==> src/rtl/kim_keypad_emu.sv <==
// kim_keypad_emu: answers the KIM-1 row scan by pulling one KB_COL low for a host-requested key.
// Define KEYPAD_SCAN_COUNT_EN to end PRESS after SCAN_HOLD row-scan edges (with a 4*HOLD_CYCLES timeout).
module kim_keypad_emu #(
  parameter int HOLD_CYCLES    = 50000,
  parameter int RELEASE_CYCLES = 50000,
  parameter int SCAN_HOLD      = 8
) (
  input  logic       clk,
  input  logic       reset_n,
  input  logic       key_valid,
  input  logic [4:0] key_code,
  output logic       key_ready,
  output logic       key_err,
  output logic       key_busy,
  input  logic [3:0] kb_row,
  output logic [6:0] kb_col
);
  typedef enum logic [1:0] {IDLE, PRESS, RELEASE} state_t;
`ifdef KEYPAD_SCAN_COUNT_EN
  localparam int CW = 22;
  localparam logic [CW-1:0] HOLD_LOAD = CW'(4 * HOLD_CYCLES);
`else
  localparam int CW = 20;
  localparam logic [CW-1:0] HOLD_LOAD = CW'(HOLD_CYCLES);
`endif
  state_t state_q, state_d;
  logic [CW-1:0] cnt_q, cnt_d;
  logic [1:0] row_q, row_d, row_n;
  logic [2:0] col_q, col_d, col_n;
  logic [6:0] kb_col_q, kb_col_d;
  logic err_q, err_d;
  logic accept, press_done, unused_row;
  assign unused_row = kb_row[3];
  assign row_n  = key_code < 5'd7 ? 2'd0 : key_code < 5'd14 ? 2'd1 : 2'd2;
  assign col_n  = 3'(key_code - (key_code < 5'd7 ? 5'd0 : key_code < 5'd14 ? 5'd7 : 5'd14));
  assign accept = key_valid && state_q == IDLE && key_code <= 5'h14;
`ifdef KEYPAD_SCAN_COUNT_EN
  logic [3:0] row_prev_q;
  logic [7:0] scan_q, scan_d;
  logic fall;
  assign fall       = row_prev_q[row_q] && !kb_row[row_q];
  assign press_done = cnt_q == CW'(1) || (fall && scan_q == 8'(SCAN_HOLD - 1));
  assign scan_d     = state_q != PRESS ? 8'd0 : scan_q + 8'(fall);
  always_ff @(posedge clk or negedge reset_n)
    if (!reset_n) begin
      row_prev_q <= 4'hF;
      scan_q     <= 8'd0;
    end else begin
      row_prev_q <= kb_row;
      scan_q     <= scan_d;
    end
`else
  assign press_done = cnt_q == CW'(1);
`endif
  always_comb begin
    state_d = state_q;
    cnt_d   = cnt_q;
    row_d   = row_q;
    col_d   = col_q;
    if (accept) begin
      state_d = PRESS;
      cnt_d   = HOLD_LOAD;
      row_d   = row_n;
      col_d   = col_n;
    end else if (state_q == PRESS) begin
      state_d = press_done ? RELEASE : PRESS;
      cnt_d   = press_done ? CW'(RELEASE_CYCLES) : cnt_q - CW'(1);
    end else if (state_q == RELEASE) begin
      state_d = cnt_q == CW'(1) ? IDLE : RELEASE;
      cnt_d   = cnt_q - CW'(1);
    end
    err_d    = key_valid && state_q == IDLE && key_code > 5'h14;
    // the column only answers while PRESS continues, so the exit cycle already reads released
    kb_col_d = (state_q == PRESS && state_d == PRESS && !kb_row[row_q]) ? ~(7'd1 << col_q) : 7'h7F;
  end
  always_ff @(posedge clk or negedge reset_n)
    if (!reset_n) begin
      state_q  <= IDLE;
      cnt_q    <= '0;
      row_q    <= 2'd0;
      col_q    <= 3'd0;
      kb_col_q <= 7'h7F;
      err_q    <= 1'b0;
    end else begin
      state_q  <= state_d;
      cnt_q    <= cnt_d;
      row_q    <= row_d;
      col_q    <= col_d;
      kb_col_q <= kb_col_d;
      err_q    <= err_d;
    end
  assign key_ready = state_q == IDLE;
  assign key_busy  = state_q == PRESS;
  assign key_err   = err_q;
  assign kb_col    = kb_col_q;
endmodule

==> config.mk <==
export PLATFORM = sky130hd
export DESIGN_NAME = kim_keypad_emu
export DESIGN_NICKNAME = d
export VERILOG_FILES = /design/src/rtl/kim_keypad_emu.sv
export SDC_FILE = /design/constraint.sdc
export NUM_CORES = 1
export LEC_CHECK = 0
export BUFFER_PORTS_ARGS = -buffer_cell sky130_fd_sc_hd__buf_2
export CAP_MARGIN = 10
export CORE_AREA = 2 2 83 85
export CTS_CLUSTER_SIZE = 40
export DETAILED_ROUTE_END_ITERATION = 7
export DIE_AREA = 0 0 85 87
export GPL_ROUTABILITY_DRIVEN = 0
export PLACE_DENSITY = 0.56
export REMOVE_ABC_BUFFERS = 1
export SYNTH_ARGS = -nofsm -noshare
export SYNTH_HDL_FRONTEND = slang
export SYNTH_SLANG_ARGS = --single-unit
==> constraint.sdc <==
create_clock -name clk -period 3 [get_ports clk]
set_clock_uncertainty 0.1 [all_clocks]
set_input_delay 0.6 -clock clk [delete_from_list [all_inputs] [get_ports clk]]
set_output_delay 0.6 -clock clk [all_outputs]
set_load 0.05 [all_outputs]
==> flow_metrics.py <==
metrics = {
    "status": {
        "status": "finished, final reports clean",
    },
    "floorplan": {
        "die_h_um": 87,
        "num_rows": 30,
        "coreArea_um2": 6570,
        "die-width_um": 85,
        "start_util": 0.288,
        "ios": 22,
        "die_area_um2": 7400,
    },
    "finish": {
        "antennaDiodeCount": 0,
        "fill_cells": 684,
        "fin_cells": 293,
        "multi_input_area_um2": 941,
        "seq_area_um2": 885,
        "drive_gt1_frac": 0.258,
        "final_nets": 228,
        "final_area_um2": 2200,
        "area_growth_syn_to_layout_pct": 16.2,
    },
    "sta": {
        "fmax_mhz": 393,
        "period_minus_slack_ns": 2.54,
        "final.setup.tns_ns": 0,
        "rsz0062_at_grt": "no",
        "hold_violations": 0,
        "drv_slew": 0,
        "finalSetupViolCount": 0,
        "tightestPinTransition_ns": 0.847,
        "final.period_utilization": 0.848,
        "relSlewSlack": 0.430,
    },
    "synthesis": {
        "synth_edf_count": 0,
        "yosysWarnings": 0,
        "synth-seq-area-share": 0.467,
        "synthMuxAreaShare": 0.0350,
        "syn_area_um2": 1890,
        "synthSimpleGateAreaFrac": 0.221,
        "synth_ff_type": "dfrtp_1",
        "synth_xor_area_frac": 0.0555,
        "synth.ff_latch_count": 35,
        "synth_compound_area_frac": 0.155,
        "synth_cell_types": 52,
        "syn_inst": 189,
        "synth_top_family_by_area": "simple AND/OR/NAND/NOR gates",
        "synth_fa_ha_area_frac": 0.0304,
        "syn_avg_cell_area_um2": 10.0,
        "async_flop_share": 1.00,
    },
    "pwr": {
        "powerDensity_nw_per_um2": 658,
        "fin_total_pwr_w": 0.00145,
        "ir_drop_mv": 0.417,
        "switching_share": 0.318,
        "p_comb_frac": 0.236,
        "intPower_w": 0.000987,
        "p_leak_nw": 0.889,
        "pwr-share-clk": 0.304,
        "pwr-share-seq": 0.460,
        "netSwitchingPower_w": 0.000460,
    },
    "detailed_routing": {
        "viasPerCell": 4.93,
        "antenna_left": 0,
        "wl_met1_um": 1830,
        "vias": 1444,
        "wire_per_inst_um": 13.0,
        "postRouteWirelength_um": 3810,
        "route.met2.wl_um": 1760,
        "wl_met3_um": 116,
        "route.detailed.drc": 0,
        "dr.max_layer_used": "met4",
        "dr.first_iter.drc_count": 57,
        "dr.pass1.iters": 4,
    },
    "critical_path": {
        "critPathMaxFanout": 9,
        "cp_slowest_cell": "or4_1",
        "cpMostUsedCell": "or4_1",
        "critical_path_class": "reg2reg",
        "r2r_end": "cnt_q[3]",
        "crit_path_max_incr_delay_ns": 0.66,
        "timing.rr.start": "cnt_q[11]",
        "startpoint_type": "flop",
        "regToRegSetupSlack_ns": 0.46,
        "arrival_ns": 2.61,
        "worstSetupEndpointType": "flop",
        "reg2reg_depth": 6,
        "worstPathRequired_ns": 3.07,
        "worstPathCellList": "or4_1 > or4_1 > or2_1 > o21ai_2 > buf_4 > a31oi_1",
    },
    "grt": {
        "grt_pass1_vias": 1386,
        "gr-total-overflow": 0,
        "antenna_found_initial": 0,
        "grt_max_degree": 36,
        "grt_pass1_wl_um": 6490,
        "grt_use_total": 0.112,
    },
    "cts": {
        "cts_made_buffers": 5,
        "cts_sinks": 35,
        "postCtsResizedCells": 0,
        "post-cts-setup-buffer-count": 0,
        "clk_latency_ns": 0.29,
        "cts_tree": "yes",
        "htreeDepth": 2,
        "cts_hold_buf": 0,
        "cts-root-buf": "clkbuf_8",
        "clk_pin_slew_worst_paths_ns": 0.07,
        "clock_path_buffers": 2,
    },
    "placement": {
        "placed_area_um2": 2080,
        "hpwl_um": 2810,
        "portBuffers": 21,
        "dp.cells": 285,
    },
    "flow_run": {
        "drv_cap": 0,
    },
    "hold_path": {
        "worstHoldPathType": "in2async",
    },
}
[state kept, by name (all words and copies together), names as in the netlist]
signal   count
state_q      2
kb_col       7
row_q        2
cnt_q       20
col_q        3
key_err      1
[worst max-delay path, delay by kind of cell, from the launching register on]
family	cells	cell delay, ns
buffers and inverters	1	0.19
AOI/OAI and AO/OA	2	0.17
and+or+nand+nor	3	1.55
DFF	1	0.40
[power by group through the flow]
stage | sequential [W] | combinational (W) | clock (W)
5_1_grt | 0.000685 | 0.000391 | 0.000466
3_3_place_gp | 0.000670 | 0.000340 | 0
2_1_floorplan | 0.000651 | 0.000262 | 0
3_5_place_dp | 0.000672 | 0.000342 | 0
4_1_cts | 0.000664 | 0.000344 | 0.000452
6_report | 0.000666 | 0.000342 | 0.000441
[per-stage QoR]
| stage | utilization | worst slack, ns | hold WS [ns] |
|---|---|---|---|
| after detailed placement | 0.317 | 0.372 | 0.414 |
| after floorplan | - | 0.641 | 0.204 |
| final | 0.335 | 0.457 | 0.267 |
| after CTS | 0.335 | 0.468 | 0.307 |
| after global routing | 0.335 | 0.323 | 0.347 |
| after global placement | 0.317 | 0.395 | 0.401 |
[cells in the final DEF (no fill, tap or decap), drive strengths merged, types with 2 or more instances in the layout]
| cell type | Yosys | routed |
|---|---|---|
| dfrtp | 28 | 28 |
| or4 | 8 | 8 |
| dfstp | 7 | 7 |
| a21oi | 8 | 8 |
| o21ai | 11 | 11 |
| mux2 | 3 | 3 |
| nand2 | 15 | 15 |
| nor2 | 12 | 12 |
| a311oi | 4 | 4 |
| or2 | 3 | 3 |
| nand2b | 2 | 2 |
| buf | 2 | 24 |
| clkbuf | 6 | 6 |
| or3 | 8 | 8 |
| nor2b | 4 | 4 |
| inv | 8 | 8 |
| a211oi | 3 | 3 |
| xor2 | 4 | 4 |
| xnor2 | 8 | 8 |
| o2bb2ai | 3 | 3 |
| o31ai | 5 | 5 |
| a21boi | 2 | 2 |
| ha | 3 | 3 |
| nor3 | 6 | 6 |
| nand3 | 5 | 5 |
| and2 | 2 | 2 |
| nand3b | 2 | 2 |
[synthesized netlist by cell type, types with 2 or more instances]
master,count,share of area
nor2b_1,4,0.013
o31ai_1,5,0.020
nor2_1,12,0.024
a21oi_1,7,0.018
dfstp_2,7,0.097
a311oi_1,4,0.018
or2_1,2,0.0066
ha_1,3,0.020
o21ai_0,10,0.026
nand2_1,15,0.030
dfrtp_1,28,0.37
clkbuf_1,6,0.012
nand3b_1,2,0.0079
inv_1,8,0.016
nand3_1,5,0.013
nand2b_1,2,0.0066
nor3_1,6,0.016
or4_1,4,0.016
xor2_1,4,0.018
mux2_2,3,0.018
or3_1,6,0.020
o2bb2ai_1,3,0.014
or3_2,2,0.0079
or4_4,2,0.012
a211oi_1,3,0.012
a21boi_0,2,0.0079
or4_2,2,0.0092
xnor2_1,8,0.037
[metal layers]
layer | vias to the layer above | GRT usage
li1 | 730 | -
met1 | 683 | 0.146
met2 | 24 | 0.171
met3 | 7 | 0.0313
met4 | 0 | 0.0519
met5 | - | 0
[worst max path at each step]
stage                           start   endpoint  slack [ns]  depth (start not counted)
after CTS                   cnt_q[11]   cnt_q[3]        0.47                          6
final                       cnt_q[11]   cnt_q[3]        0.46                          6
after floorplan              cnt_q[6]   cnt_q[1]        0.64                          4
after detailed placement  key_code[1]  cnt_q[14]        0.37                          6
after global placement    key_code[1]  cnt_q[14]        0.39                          6
after global routing        cnt_q[11]  cnt_q[15]        0.32                          5
[layout make-up]
type | instances | area share
Clock inverter | 2 | 0.0159
Multi-Input combinational cell | 138 | 0.428
Inverter | 8 | 0.0136
Timing Repair Buffer | 24 | 0.0580
Clock buffer | 6 | 0.0375
Tap cell | 80 | 0.0455
Sequential cell | 35 | 0.402
[cells by family (layout without fill, tap and decap cells)]
logic type      after synthesis  after routing
simple gates                 74             74
compound gates               43             43
flops                        35             35
buf+inv                      16             40
xor+xnor                     12             12
mux                           5              5
fa+ha+maj                     4              4
(Power assumes the default switching activity.)
